`src/rtl/wb_commit_stage.sv`:
```
// wb_commit_stage: commits a LANES-wide bundle once in-order long-latency results arrive.
// Define WB_DEBUG_EN to build the registered debug_* trace ports; otherwise they are tied to 0.
module wb_commit_stage #(
    parameter int LANES   = 2,
    parameter int DATA_W  = 32,
    parameter int RD_W    = 5,
    parameter int ECODE_W = 7
) (
    input  logic                      clk,
    input  logic                      aresetn,
    input  logic                      flush_in,
    input  logic                      in_valid,
    output logic                      in_ready,
    input  logic [LANES*DATA_W-1:0]   in_pc,
    input  logic [LANES*32-1:0]       in_inst,
    input  logic [LANES*RD_W-1:0]     in_rd,
    input  logic [LANES-1:0]          in_we,
    input  logic [LANES*2-1:0]        in_kind,
    input  logic [LANES*DATA_W-1:0]   in_result,
    input  logic [LANES-1:0]          in_exc,
    input  logic [LANES*ECODE_W-1:0]  in_ecode,
    input  logic [LANES*DATA_W-1:0]   in_badv,
    input  logic                      cpu_interrupt,
    input  logic [DATA_W-1:0]         eentry,
    input  logic [DATA_W-1:0]         tlbrentry,
    input  logic                      resp_valid,
    input  logic [DATA_W-1:0]         resp_data,
    output logic [LANES-1:0]          wb_we,
    output logic [LANES*RD_W-1:0]     wb_rd,
    output logic [LANES*DATA_W-1:0]   wb_data,
    output logic                      exc_commit,
    output logic [ECODE_W-1:0]        exc_ecode,
    output logic [DATA_W-1:0]         era_out,
    output logic                      wen_era,
    output logic [DATA_W-1:0]         badv_out,
    output logic                      wen_badv,
    output logic [18:0]               vppn_out,
    output logic                      wen_vppn,
    output logic                      tlb_exc,
    output logic [DATA_W-1:0]         pc_redirect,
    output logic [LANES*32-1:0]       debug_wb_pc,
    output logic [LANES*32-1:0]       debug_wb_inst,
    output logic [LANES*4-1:0]        debug_wb_rf_wen,
    output logic [LANES*RD_W-1:0]     debug_wb_rf_wnum,
    output logic [LANES*DATA_W-1:0]   debug_wb_rf_wdata,
    output logic [LANES-1:0]          debug_valid
);

    localparam int PW = (LANES > 1) ? $clog2(LANES) : 1;

    localparam logic [1:0] S_IDLE   = 2'd0;
    localparam logic [1:0] S_WAIT   = 2'd1;
    localparam logic [1:0] S_COMMIT = 2'd2;

    localparam logic [ECODE_W-1:0] EC_INT  = ECODE_W'(8'h00);
    localparam logic [ECODE_W-1:0] EC_PIL  = ECODE_W'(8'h01);
    localparam logic [ECODE_W-1:0] EC_PIS  = ECODE_W'(8'h02);
    localparam logic [ECODE_W-1:0] EC_PIF  = ECODE_W'(8'h03);
    localparam logic [ECODE_W-1:0] EC_PME  = ECODE_W'(8'h04);
    localparam logic [ECODE_W-1:0] EC_PPI  = ECODE_W'(8'h07);
    localparam logic [ECODE_W-1:0] EC_ADEF = ECODE_W'(8'h08);
    localparam logic [ECODE_W-1:0] EC_ALE  = ECODE_W'(8'h09);
    localparam logic [ECODE_W-1:0] EC_TLBR = ECODE_W'(8'h3f);

    function automatic logic [PW-1:0] lowest(input logic [LANES-1:0] m);
        logic [PW-1:0] r;
        r = '0;
        for (int i = LANES - 1; i >= 0; i--) begin
            if (m[i]) r = PW'(i);
        end
        return r;
    endfunction

    function automatic logic is_page_exc(input logic [ECODE_W-1:0] e);
        return (e == EC_PIL) || (e == EC_PIS) || (e == EC_PIF) ||
               (e == EC_PME) || (e == EC_PPI) || (e == EC_TLBR);
    endfunction

    function automatic logic has_badv(input logic [ECODE_W-1:0] e);
        return is_page_exc(e) || (e == EC_ADEF) || (e == EC_ALE);
    endfunction

    logic [1:0]                         state_q, state_d;
    logic [LANES-1:0]                   pend_q, pend_d;
    logic [PW-1:0]                      ptr_q, ptr_d;
    logic [LANES-1:0][RD_W-1:0]         rd_q, rd_d;
    logic [LANES-1:0]                   wen_q, wen_d;
    logic [LANES-1:0]                   live_q, live_d;
    logic [LANES-1:0][DATA_W-1:0]       data_q, data_d;
    logic                               exc_q, exc_d;
    logic [ECODE_W-1:0]                 ecode_q, ecode_d;
    logic [DATA_W-1:0]                  era_q, era_d;
    logic [DATA_W-1:0]                  badv_q, badv_d;

    logic                               acc;
    logic                               seen;
    logic [LANES-1:0]                   in_live;
    logic [LANES-1:0]                   in_pend;
    logic [LANES-1:0]                   in_wen;
    logic [ECODE_W-1:0]                 in_ecode_k;
    logic [DATA_W-1:0]                  in_era_k;
    logic [DATA_W-1:0]                  in_badv_k;
    logic                               commit_d;
    logic                               exc_wb;

    assign in_ready = ((state_q == S_IDLE) || (state_q == S_COMMIT)) && !flush_in;
    assign acc      = in_valid && in_ready;

    // Kill point: an interrupt claims lane 0, else the lowest faulting lane.
    always_comb begin
        in_ecode_k = EC_INT;
        in_era_k   = in_pc[0 +: DATA_W];
        in_badv_k  = in_badv[0 +: DATA_W];
        if (!cpu_interrupt) begin
            for (int i = LANES - 1; i >= 0; i--) begin
                if (in_exc[i]) begin
                    in_ecode_k = in_ecode[i*ECODE_W +: ECODE_W];
                    in_era_k   = in_pc[i*DATA_W +: DATA_W];
                    in_badv_k  = in_badv[i*DATA_W +: DATA_W];
                end
            end
        end
        seen = cpu_interrupt;
        for (int i = 0; i < LANES; i++) begin
            seen       = seen | in_exc[i];
            in_live[i] = !seen;
            in_pend[i] = in_live[i] && (in_kind[i*2 +: 2] != 2'b00);
            in_wen[i]  = in_live[i] && in_we[i] &&
                         (in_rd[i*RD_W +: RD_W] != '0);
        end
    end

    always_comb begin
        state_d = state_q;
        pend_d  = pend_q;
        ptr_d   = ptr_q;
        rd_d    = rd_q;
        wen_d   = wen_q;
        live_d  = live_q;
        data_d  = data_q;
        exc_d   = exc_q;
        ecode_d = ecode_q;
        era_d   = era_q;
        badv_d  = badv_q;
        if (flush_in) begin
            state_d = S_IDLE;
            pend_d  = '0;
            ptr_d   = '0;
        end else if (state_q == S_WAIT) begin
            if (resp_valid) begin
                for (int i = 0; i < LANES; i++) begin
                    if (PW'(i) == ptr_q) data_d[i] = resp_data;
                end
                pend_d = pend_q & ~(LANES'(1) << ptr_q);
                ptr_d  = lowest(pend_d);
                if (pend_d == '0) state_d = S_COMMIT;
            end
        end else if (acc) begin
            rd_d    = in_rd;
            wen_d   = in_wen;
            live_d  = in_live;
            data_d  = in_result;
            exc_d   = cpu_interrupt || (|in_exc);
            ecode_d = in_ecode_k;
            era_d   = in_era_k;
            badv_d  = in_badv_k;
            pend_d  = in_pend;
            ptr_d   = lowest(in_pend);
            state_d = (|in_pend) ? S_WAIT : S_COMMIT;
        end else begin
            state_d = S_IDLE;
        end
    end

    assign commit_d = (state_d == S_COMMIT);
    assign exc_wb   = commit_d && exc_d;

    always_ff @(posedge clk) begin
        if (!aresetn) begin
            state_q     <= S_IDLE;
            pend_q      <= '0;
            ptr_q       <= '0;
            rd_q        <= '0;
            wen_q       <= '0;
            live_q      <= '0;
            data_q      <= '0;
            exc_q       <= 1'b0;
            ecode_q     <= '0;
            era_q       <= '0;
            badv_q      <= '0;
            wb_we       <= '0;
            wb_rd       <= '0;
            wb_data     <= '0;
            exc_commit  <= 1'b0;
            exc_ecode   <= '0;
            era_out     <= '0;
            wen_era     <= 1'b0;
            badv_out    <= '0;
            wen_badv    <= 1'b0;
            vppn_out    <= '0;
            wen_vppn    <= 1'b0;
            tlb_exc     <= 1'b0;
            pc_redirect <= '0;
        end else begin
            state_q     <= state_d;
            pend_q      <= pend_d;
            ptr_q       <= ptr_d;
            rd_q        <= rd_d;
            wen_q       <= wen_d;
            live_q      <= live_d;
            data_q      <= data_d;
            exc_q       <= exc_d;
            ecode_q     <= ecode_d;
            era_q       <= era_d;
            badv_q      <= badv_d;
            wb_we       <= commit_d ? wen_d : '0;
            wb_rd       <= commit_d ? rd_d : '0;
            wb_data     <= commit_d ? data_d : '0;
            exc_commit  <= exc_wb;
            exc_ecode   <= exc_wb ? ecode_d : '0;
            era_out     <= exc_wb ? era_d : '0;
            wen_era     <= exc_wb;
            badv_out    <= exc_wb ? badv_d : '0;
            wen_badv    <= exc_wb && has_badv(ecode_d);
            vppn_out    <= exc_wb ? badv_d[31:13] : '0;
            wen_vppn    <= exc_wb && is_page_exc(ecode_d);
            tlb_exc     <= exc_wb && (ecode_d == EC_TLBR);
            pc_redirect <= exc_wb ? ((ecode_d == EC_TLBR) ? tlbrentry : eentry) : '0;
        end
    end

`ifdef WB_DEBUG_EN
    logic [LANES-1:0][DATA_W-1:0] pc_q;
    logic [LANES-1:0][31:0]       inst_q;

    always_ff @(posedge clk) begin
        if (!aresetn) begin
            pc_q              <= '0;
            inst_q            <= '0;
            debug_wb_pc       <= '0;
            debug_wb_inst     <= '0;
            debug_wb_rf_wen   <= '0;
            debug_wb_rf_wnum  <= '0;
            debug_wb_rf_wdata <= '0;
            debug_valid       <= '0;
        end else begin
            if (acc && !flush_in) begin
                pc_q   <= in_pc;
                inst_q <= in_inst;
            end
            for (int i = 0; i < LANES; i++) begin
                debug_wb_pc[i*32 +: 32] <=
                    commit_d ? 32'((acc ? in_pc[i*DATA_W +: DATA_W] : pc_q[i])) : '0;
                debug_wb_inst[i*32 +: 32] <=
                    commit_d ? (acc ? in_inst[i*32 +: 32] : inst_q[i]) : '0;
                debug_wb_rf_wen[i*4 +: 4] <= commit_d ? {3'b000, wen_d[i]} : 4'b0000;
            end
            debug_wb_rf_wnum  <= commit_d ? rd_d : '0;
            debug_wb_rf_wdata <= commit_d ? data_d : '0;
            debug_valid       <= commit_d ? live_d : '0;
        end
    end
`else
    logic unused_dbg;
    assign unused_dbg        = ^{in_inst, live_q};
    assign debug_wb_pc       = '0;
    assign debug_wb_inst     = '0;
    assign debug_wb_rf_wen   = '0;
    assign debug_wb_rf_wnum  = '0;
    assign debug_wb_rf_wdata = '0;
    assign debug_valid       = '0;
`endif

endmodule

```
`config.mk`:
```
export PLATFORM = sky130hd
export DESIGN_NAME = wb_commit_stage
export DESIGN_NICKNAME = d
export VERILOG_FILES = /design/src/rtl/wb_commit_stage.sv
export SDC_FILE = /design/constraint.sdc
export NUM_CORES = 1
export LEC_CHECK = 0
export CORE_AREA = 2 2 318 320
export CTS_CLUSTER_SIZE = 28
export DETAILED_ROUTE_END_ITERATION = 16
export DIE_AREA = 0 0 320 322
export PLACE_DENSITY_LB_ADDON = 0.12
export SETUP_SLACK_MARGIN = 0.05
export SYNTH_ARGS = -nofsm -noshare
export SYNTH_HDL_FRONTEND = slang
export SYNTH_SLANG_ARGS = --single-unit
```
`constraint.sdc`:
```
create_clock -name clk -period 4.1 [get_ports clk]
set_clock_uncertainty 0.2 [all_clocks]
set_input_delay 1.23 -clock clk [delete_from_list [all_inputs] [get_ports clk]]
set_output_delay 1.23 -clock clk [all_outputs]
set_load 0.1 [all_outputs]
```
# After elaboration in Yosys (flattened, before gate mapping)
# Index checks and enable logic that the tools add are counted.
classes:
  n_eq_ne: 12
  shifts: 1
  mux: 50
  bitwise: 5
  reduce_logical: 37
ops:
  columns: ["operator", "count"]
  rows:
  - ["$mux 32", 15]
  - ["$mux 64", 4]
  - ["$mux 7", 6]
  - ["$mux 10", 3]
  - ["$mux 2", 12]
  - ["$eq 7x2->1 const B", 2]
  - ["$eq 7x3->1 const B", 2]
  - ["$eq 7x4->1 const B", 2]
  - ["$logic_and 1x1->1", 12]
  - ["$mux 1", 10]
  - ["$reduce_bool 5->1", 2]
  - ["$logic_or 1x1->1", 9]
  - ["$eq 7x1->1 const B", 1]
  - ["$eq 7x6->1 const B", 1]
  - ["$reduce_and 2->1", 3]
  - ["$reduce_bool 2->1", 3]
  - ["$reduce_or 2->1", 3]
  - ["$eq 2x2->1 const B", 2]
  - ["$logic_not 2->1", 2]
  - ["$logic_not 1->1", 3]
  - ["$and 2x2->2", 1]
  - ["$eq 2x1->1 const B", 1]
  - ["$ne 2x2->1 const B", 1]
  - ["$not 2->2", 1]
  - ["3 further kinds", 4]
totals:
  ff_bits: 355
  input_bits: 390
  out_inout_bits: 416
  wordCells: 129

# Depth between registers and ports, before layout
# Gate-level depths: netlist of the first run.
logic_depth:
  depth_word: 16
  mapped_depth: 11
  ltp_nobuf: 6

# Worst setup path before layout of the first run
# Ideal clock, no wire load.
synth_timing:
  path_kind: "in2out"
  startpoint: "in flush_in"
  endpoint: "out in_ready"
  t_arrival_ns: 2.882
  t_required_ns: 2.670
  path_slack_ns: -0.212
  cell_stages: 3
  n_path_buf: 2
  path_cell_list: "clkbuf_1 clkbuf_1 nor2_1"
synth_via:
  elab_chain_len: 2
synth_rtl:
  columns: ["element", "line", "source"]
  rows:
  - ["from (decl)", "11", "input logic flush_in,"]
  - ["$logic_not 1->1", "106", "assign in_ready = ((state_q == S_IDLE) || (state_q == S_COMMIT)) && !flush_in;"]
  - ["$logic_and 1x1->1", "106", null]
  - ["to (decl)", "13", "output logic in_ready,"]
# No other way between the ends.

# Worst setup path in the final report of the first run
layout_timing:
  startpoint: "reg pc_redirect[31]"
  endpoint: "out pc_redirect[31]"
layout_lines:
  columns: ["element", "line", "source"]
  rows:
  - ["from (decl)", "40", "output logic [DATA_W-1:0] pc_redirect,"]
  - ["from (signal assigned)", "228", "pc_redirect <= exc_wb ? ((ecode_d == EC_TLBR) ? tlbrentry : eentry) : '0;"]
# No word-level cell between the ends.

==> impl_metrics.json, run 1 <==
{
  "status": "finished, final reports clean",
  "cts_tree": "yes",
  "cp_num_cells": 1,
  "async_reset_ff_frac": 0,
  "finalSetupViolCount": 0,
  "ios": 806,
  "vias_per_cell": 3.456,
  "min_path_type": "reg2reg",
  "ys_ff_latch": 336,
  "powerDensity_nw_per_um2": 440.4,
  "leakage_nw": 8.474,
  "clock-sinks": 336,
  "cts_buffers": 46,
  "crit_path_max_fanout": 1,
  "period_minus_slack_ns": 3.468,
  "placedInstanceArea_um2": 19240,
  "cp_data_required_time_ns": 2.67,
  "clk_pin_slew_ns": 0.05,
  "antenna_found_initial": 8,
  "seq_area_frac_synth": 0.4900,
  "fp.dieW_um": 320,
  "netlist_area_um2": 13730,
  "finalSetupTns_ns": 0,
  "dieArea_um2": 103000,
  "slew_viol_final": 0,
  "first_iter_violations": 419,
  "end_kind": "output port",
  "synth_cell_types": 43,
  "cap_violations": 0,
  "crit_slowest_cell": "clkdlybuf4s50_1",
  "drc": 0,
  "grt_pass1_vias": 11383,
  "drtAntennaViolNets": 0,
  "nNetsFinal": 2384,
  "fillCellCount": 11006,
  "grt_max_degree": 94,
  "whs_ns": 0.2629,
  "synth_top_area_frac": 0.4900,
  "wirelength_um": 54700,
  "timing.final.crit_share": 0.8458,
  "met1_usage": 0.1141,
  "area_delta_synth_final_pct": 50.86,
  "report.final.hold_viol_count": 0,
  "power.total_w": 0.009120,
  "syn-instance-count": 1507,
  "cts_setup_buffers": 0,
  "clock_path_buffers": 3,
  "synth.avg_cell_area_um2": 9.109,
  "clock_insertion_delay_worst_skew_ns": 0.60,
  "reg2reg_depth": 7,
  "ir_worst_vdd_v": 0.0002074,
  "pre_cts_slack_ns": 0.1260,
  "cts_resized": 0,
  "synth_area_leaders": "dfxtp_1 49%, buf_4 13%, mux2i_1 7.7%",
  "grt_remaining_overflow": 0,
  "start_kind": "register",
  "htree_levels": 2,
  "path_class": "reg2out",
  "holdPathStages": 2,
  "ys_top_cells_by_count": "336 x dfxtp_1, 264 x nor2_1, 234 x buf_4, 111 x and2_1, 106 x mux2i_1",
  "synth.most_common_cell": "dfxtp_1",
  "stdcell_area_um2": 20710,
  "post-dp-hpwl_um": 40940,
  "crit_arrival_ns": 2.04,
  "wl_per_cell_um": 16.44,
  "worst_slew_pin_slew_ns": 1.114,
  "drive_gt1_frac": 0.1422,
  "initial_core_util": 0.1379,
  "use_met3": 0.03301,
  "busiest_layer": "met2",
  "path_buf_inv": 1,
  "yosys.area.top_type": "dfxtp_1",
  "gp_congestion": 0.7254,
  "core_area_um2": 99570,
  "grt_pass1_wl_um": 76590,
  "max_stage_delay_ns": 1.13,
  "worst_slack_ns": 0.6324,
  "vias": 11498,
  "synth_edf_count": 0,
  "rows": 116,
  "grt_setup_unrepaired": "no",
  "hold_buffers": 0,
  "grtUsageMet2": 0.1762,
  "numPortBuffers": 529,
  "dr.pass1.iters": 6,
  "synth_ff_type": "dfxtp_1",
  "synth-warning-count": 0,
  "die_h_um": 322,
  "crit_chain": "clkdlybuf4s50_1",
  "relSlewSlack": 0.2552,
  "grt.total_usage": 0.1003,
  "crit_family": "buffers and inverters",
  "fmax_mhz": 288.4,
  "clockRootBuffer": "clkbuf_16"
}
kinds of logic (layout without fill, tap and decap cells):
logic type	Yosys count	count (layout)	synth area share
simple gates	470	470	0.1544
flops	336	336	0.4900
buf+inv	332	640	0.1574
compound gates	262	262	0.1206
mux	106	106	0.07729
other cells	1	215	0.0002732
stage by stage:
stage	cells	utilization
floorplan	1718	-
global placement	3244	0.1932
detailed placement	3244	0.1932
CTS	3324	0.2079
global route	3325	0.2079
finish	3327	0.2080
registers in the layout (all words and copies together) (netlist names), 10 cells and up:
register     count
badv_out        32
badv_q          32
data_q          64
era_out         32
era_q           32
pc_redirect     32
rd_q            10
wb_data         64
wb_rd           10
routing by layer:
layer  share of wire  vias up
li1                -     5542
met5          0.0013        -
met4           0.025       10
met1            0.39     5335
met3           0.087       81
met2            0.49      530
layout make-up:
cell class,instances,area (µm²),area share
clock buffers,67,1290,0.06229
flip-flops and latches,336,6726,0.3248
repair buffers,557,5185,0.2504
inverters,3,13.76,0.0006646
multi-input cells,1050,5688,0.2747
well taps,1298,1624,0.07842
clock inverters,13,173.9,0.008398
diodes,3,7.507,0.0003625
placed cells by master (no fill, tap or decap), drive strengths merged, types with 5 or more instances in the layout:
master and count:
nor2b 5, buf 210, inv 5, a21oi 69, clkdlybuf4s50 347, nor2 264
clkinv 5, nand3b 6, and2 111, a22oi 66, conb 212, o21ai 60
nand2 67, mux2i 106, dfxtp 336, clkbuf 67, a211oi 48
final timing paths:
| path | startpoint | endpoint | slack [ns] |
|---|---|---|---|
| min reg2reg | wen_q[1] | wb_we[1] | 0.26 |
| max reg2reg | state_q[0] | wb_data[63] | 1.41 |
| max | pc_redirect[31] | pc_redirect[31] | 0.63 |
| min | wen_q[1] | wb_we[1] | 0.26 |
power by group:
part / switching (W) / internal [W]
clock: 0.00158 / 0.00232
sequential: 0.0000257 / 0.00336
combinational: 0.00137 / 0.000459
No activity file was read; power rests on OpenSTA's default activity.
==> inputs of run 2 (changes only) <==
==> constraint.sdc (replaced) <==
create_clock -name clk -period 3.4 [get_ports clk]
set_clock_uncertainty 0.2 [all_clocks]
set_input_delay 1.02 -clock clk [delete_from_list [all_inputs] [get_ports clk]]
set_output_delay 1.02 -clock clk [all_outputs]
set_load 0.1 [all_outputs]
==> run 2 against run 1 <==
Compared with the run above:
- core utilization increased by 0.55 points
- via count rose by 0.36%
- setup slack lost 0.28 ns
- largest power group unchanged
==> impl_metrics.json, run 2 (synthesized netlist as in run 1, its figures left out) <==
{
  "clk_pin_slew_ns": 0.06,
  "slew_viol_final": 0,
  "numPortBuffers": 529,
  "grt.total_usage": 0.1028,
  "powerDensity_nw_per_um2": 535.3,
  "final_common_cell": "dfxtp_1",
  "first_iter_violations": 375,
  "dieArea_um2": 103000,
  "largestRegisters": "data_q: 64 flops, wb_data: 64 flops",
  "relSlewSlack": 0.3737,
  "clock-sinks": 336,
  "min-delay-start": "era_q[0]",
  "path_class": "in2reg",
  "grt_setup_unrepaired": "no",
  "clock_path_buffers": 3,
  "report.final.hold_viol_count": 0,
  "worst_slew_pin_slew_ns": 0.9395,
  "stdcell_area_um2": 21250,
  "cts_setup_buffers": 0,
  "cp_data_required_time_ns": 3.69,
  "clock_insertion_delay_worst_skew_ns": 0.60,
  "grt_pass1_vias": 11474,
  "final_cell_mix": "336 x dfxtp_1, 323 x clkdlybuf4s50_1, 262 x nor2_1, 257 x buf_4, 212 x conb_1",
  "start_kind": "input pin",
  "power.total_w": 0.01138,
  "leakage_nw": 8.883,
  "period_minus_slack_ns": 3.044,
  "r2r-end": "pc_redirect[30]",
  "area_delta_synth_final_pct": 54.84,
  "rows": 116,
  "worst_slack_ns": 0.3555,
  "ir_worst_vdd_v": 0.0002980,
  "crit_start": "cpu_interrupt",
  "min_to": "era_out[0]",
  "cts_buffers": 46,
  "cap_violations": 0,
  "pre_cts_slack_ns": -0.2864,
  "clockRootBuffer": "clkbuf_16",
  "crit_chain": "clkdlybuf4s50_1 -> or4b_1 -> a21o_1 -> a222oi_1 -> nand4_1 -> buf_12 -> mux2i_1 -> nor2_1",
  "hold_buffers": 0,
  "post-dp-hpwl_um": 42380,
  "crit_path_max_fanout": 33,
  "die_h_um": 322,
  "antenna_cells": 0,
  "timing.final.crit_share": 0.8954,
  "cts_tree": "yes",
  "worst-r2r-setup-slack_ns": 0.83,
  "initial_core_util": 0.1379,
  "core_area_um2": 99570,
  "max_stage_delay_ns": 0.57,
  "vias": 11539,
  "min_path_type": "reg2reg",
  "path_buf_inv": 2,
  "drive_gt1_frac": 0.1793,
  "vias_per_cell": 3.421,
  "finalSetupViolCount": 0,
  "antenna_found_initial": 6,
  "holdPathStages": 2,
  "grt_max_degree": 83,
  "reg2reg_depth": 7,
  "end_kind": "register",
  "timing.rr.start": "state_q[0]",
  "gp_congestion": 0.7667,
  "crit_slowest_cell": "or4b_1",
  "crit_family": "simple AND/OR/NAND/NOR gates",
  "grt_remaining_overflow": 0,
  "htree_levels": 2,
  "placedInstanceArea_um2": 19670,
  "crit_arrival_ns": 3.33,
  "status": "finished, final reports clean",
  "fp.dieW_um": 320,
  "fin_util": 0.2135,
  "grt_pass1_wl_um": 77940,
  "wl_per_cell_um": 16.56,
  "cts_resized": 0,
  "drtAntennaViolNets": 0,
  "drc": 0,
  "ios": 806,
  "wirelength_um": 55850,
  "dr.pass1.iters": 6,
  "fmax_mhz": 328.5,
  "nNetsFinal": 2430
}
run 2: worst max-delay path by stage:
stage	end	slack (ns)	cells after the start
after floorplan	in_ready	0.26	3
after global placement	pc_redirect[30]	-0.26	8
after detailed placement	pc_redirect[13]	-0.29	8
after CTS	pc_redirect[5]	0.41	8
after global routing	badv_out[30]	0.29	9
final	pc_redirect[30]	0.36	8
run 2: power by group:
| part | internal, W | switching [W] |
|---|---|---|
| sequential | 0.00405 | 0.0000313 |
| clock | 0.00309 | 0.00195 |
| combinational | 0.000593 | 0.00166 |
| total | 0.00774 | 0.00364 |
run 2: metrics by stage:
step           hold WS, ns  std cells  setup TNS [ns]
2_1_floorplan       0.2328       1718               0
3_3_place_gp        0.2445       3290          -14.65
3_5_place_dp        0.2508       3290          -17.80
4_1_cts             0.2626       3373               0
5_1_grt             0.2920       3373               0
6_report            0.2627       3373               0
run 2: cell type report:
class                           instances  area [µm²]
Timing Repair Buffer                  603        5608
Multi-Input combinational cell       1050        5693
Fill cell                           10953       78310
Tap cell                             1298        1624
Sequential cell                       336        6726
Clock buffer                           63        1356
Inverter                                3       13.76
Clock inverter                         20       232.7
run 2: worst min-delay path, stage by stage, from the launching register on:
cell and delay [ns]:
dfxtp_1 0.31, a21oi_1 0.07, nor2_1 0.07
run 2: per-layer routing:
metal / vias up / GRT usage / wire, µm
met3: 77 / 0.03659 / 4823
met4: 10 / 0.03213 / 1257
met5: - / 0 / 66
met1: 5332 / 0.1136 / 21940
li1: 5645 / - / -
met2: 475 / 0.1830 / 27770
==> inputs of run 3 (changes only) <==
--- a/config.mk
+++ b/config.mk
@@ -9,6 +9,7 @@
 export CTS_CLUSTER_SIZE = 28
 export DETAILED_ROUTE_END_ITERATION = 16
 export DIE_AREA = 0 0 320 322
+export GPL_TIMING_DRIVEN = 0
 export PLACE_DENSITY_LB_ADDON = 0.12
 export SETUP_SLACK_MARGIN = 0.05
 export SYNTH_ARGS = -nofsm -noshare
==> run 3 against run 2 <==
Compared with the run above:
- die area did not move
- setup slack got worse by 0.26 ns
- global-route usage rose by 1.6 points
- wire length rose by 15%
- sequential cell count did not move
- worst hold slack got worse by 0.0085 ns
- critical path depth fell by 7
- first-iteration DRC count rose by 17%
- combinational power rose by 8%
- sequential share of layout area fell by 2.4 points
- power rose by 1.3%
- final cell count rose by 7.5%
==> impl_metrics.json, run 3 (synthesized netlist as in run 1, its figures left out) <==
{
  "fp.dieW_um": 320,
  "htree_levels": 2,
  "hold_buffers": 0,
  "clockRootBuffer": "clkbuf_16",
  "drc": 0,
  "timing.final.crit_share": 0.9722,
  "end_kind": "output port",
  "dr.pass1.iters": 7,
  "wl_met2_um": 32430,
  "final_cell_mix": "395 x clkdlybuf4s50_1, 336 x dfxtp_1, 260 x nor2_1, 237 x buf_4, 212 x conb_1",
  "clock-sinks": 336,
  "drive_gt1_frac": 0.1530,
  "clock_path_buffers": 3,
  "dp_cells": 3543,
  "wl_per_cell_um": 17.68,
  "cp_data_required_time_ns": 2.18,
  "core_area_um2": 99570,
  "ios": 806,
  "die_h_um": 322,
  "max_stage_delay_ns": 1.17,
  "numPortBuffers": 527,
  "wirelength_um": 64130,
  "wirelength_met1_um": 25160,
  "final_common_cell": "clkdlybuf4s50_1",
  "route.top_layer_used": "met5",
  "powerDensity_nw_per_um2": 501.9,
  "largestRegisters": "data_q: 64 flops, wb_data: 64 flops",
  "path_class": "reg2out",
  "grt.total_usage": 0.1183,
  "clk_pin_slew_ns": 0.06,
  "crit_family": "buffers and inverters",
  "fmax_mhz": 302.5,
  "grt_pass1_vias": 12689,
  "cap_violations": 0,
  "area_delta_synth_final_pct": 67.30,
  "post-dp-hpwl_um": 51680,
  "start_kind": "register",
  "grt_setup_unrepaired": "yes",
  "min_path_type": "reg2reg",
  "report.final.hold_viol_count": 0,
  "path_buf_inv": 1,
  "rows": 116,
  "final-instance-count-excl-fill": 3627,
  "crit_arrival_ns": 2.09,
  "crit_chain": "clkdlybuf4s50_1",
  "status": "finished, final reports clean",
  "worst_slew_pin_slew_ns": 1.227,
  "vias_per_cell": 3.432,
  "cts_tree": "yes",
  "leakage_nw": 10.30,
  "clock_insertion_delay_worst_skew_ns": 0.60,
  "grt_max_degree": 14,
  "dieArea_um2": 103000,
  "grt_pass1_wl_um": 88370,
  "vias": 12449,
  "gp_congestion": 0.7866,
  "relSlewSlack": 0.1854,
  "wl_met3_um": 5535,
  "drtAntennaViolNets": 0,
  "first_iter_violations": 437,
  "grt_remaining_overflow": 0,
  "ir_worst_vdd_v": 0.0003322,
  "antenna_found_initial": 11,
  "whs_ns": 0.2541,
  "finalSetupViolCount": 0,
  "slew_viol_final": 0,
  "crit_path_max_fanout": 1,
  "initial_core_util": 0.1379,
  "period_minus_slack_ns": 3.306,
  "crit_slowest_cell": "clkdlybuf4s50_1",
  "cts_buffers": 45,
  "nNetsFinal": 2681
}
[run 3: cell types whose count changed in the layout (fill, tap and decap cells not counted), moves of 16 or more]
| cell | delta |
|---|---|
| buf_12 | -22 |
| buf_4 | -20 |
| clkbuf_1 | +61 |
| clkdlybuf4s50_1 | +72 |
| dlygate4sd2_1 | +114 |
| dlymetal6s2s_1 | +16 |
[run 3: power breakdown]
part | switching [W] | total [W] | internal (W)
Sequential | 0.0000304 | 0.00408 | 0.00405
Combinational | 0.00173 | 0.00244 | 0.000710
Clock | 0.00200 | 0.00500 | 0.00301
[run 3: path summary, 6_finish.rpt]
check | start | to | slack (ns) | depth (start not counted)
worst min register to register | pend_q[1] | pend_q[1] | 0.25 | 1
worst max-delay path | wb_data[50] | wb_data[50] | 0.09 | 1
worst max register to register | state_q[0] | wb_data[55] | 0.32 | 8
worst min-delay path | pend_q[1] | pend_q[1] | 0.25 | 1
[run 3: area by class of cell]
cell class	instances	area, µm²
Multi-Input combinational cell	1050	5675
Sequential cell	336	6726
Fill cell	10975	76600
Clock buffer	62	1300
Tap cell	1298	1624
Inverter	3	11.26
Clock inverter	21	265.3
Timing Repair Buffer	528	5179
Buffer	327	2178
Antenna cell	2	5.005
[run 3: metal layers]
layer	GRT usage	up-vias
li1	-	6161
met1	0.1302	5689
met2	0.2169	521
met3	0.04307	66
met4	0.02337	12
met5	0	-
[run 3: through the flow]
| stage | utilization | power (W) | setup TNS (ns) | worst slack, ns | instance area [µm²] |
|---|---|---|---|---|---|
| finish | 0.2306 | 0.01152 | 0 | 0.09449 | 22960 |
| global route | 0.2306 | 0.01204 | 0 | 0.03983 | 22960 |
| CTS | 0.2301 | 0.01178 | 0 | 0.05098 | 22910 |
| detailed placement | 0.2152 | 0.006627 | -453.41 | -2.417 | 21430 |
| global placement | 0.2152 | 0.006615 | -424.71 | -2.418 | 21430 |
| floorplan | - | 0.005941 | 0 | 0.2606 | 14530 |
[run 3: repair_timing]
item                                    CTS  global route
gates resized for setup                 156            22
setup buffers                             1             0
endpoints found under the setup margin  439            41
endpoints found under the hold margin     0             0
pin swaps                                 3             0
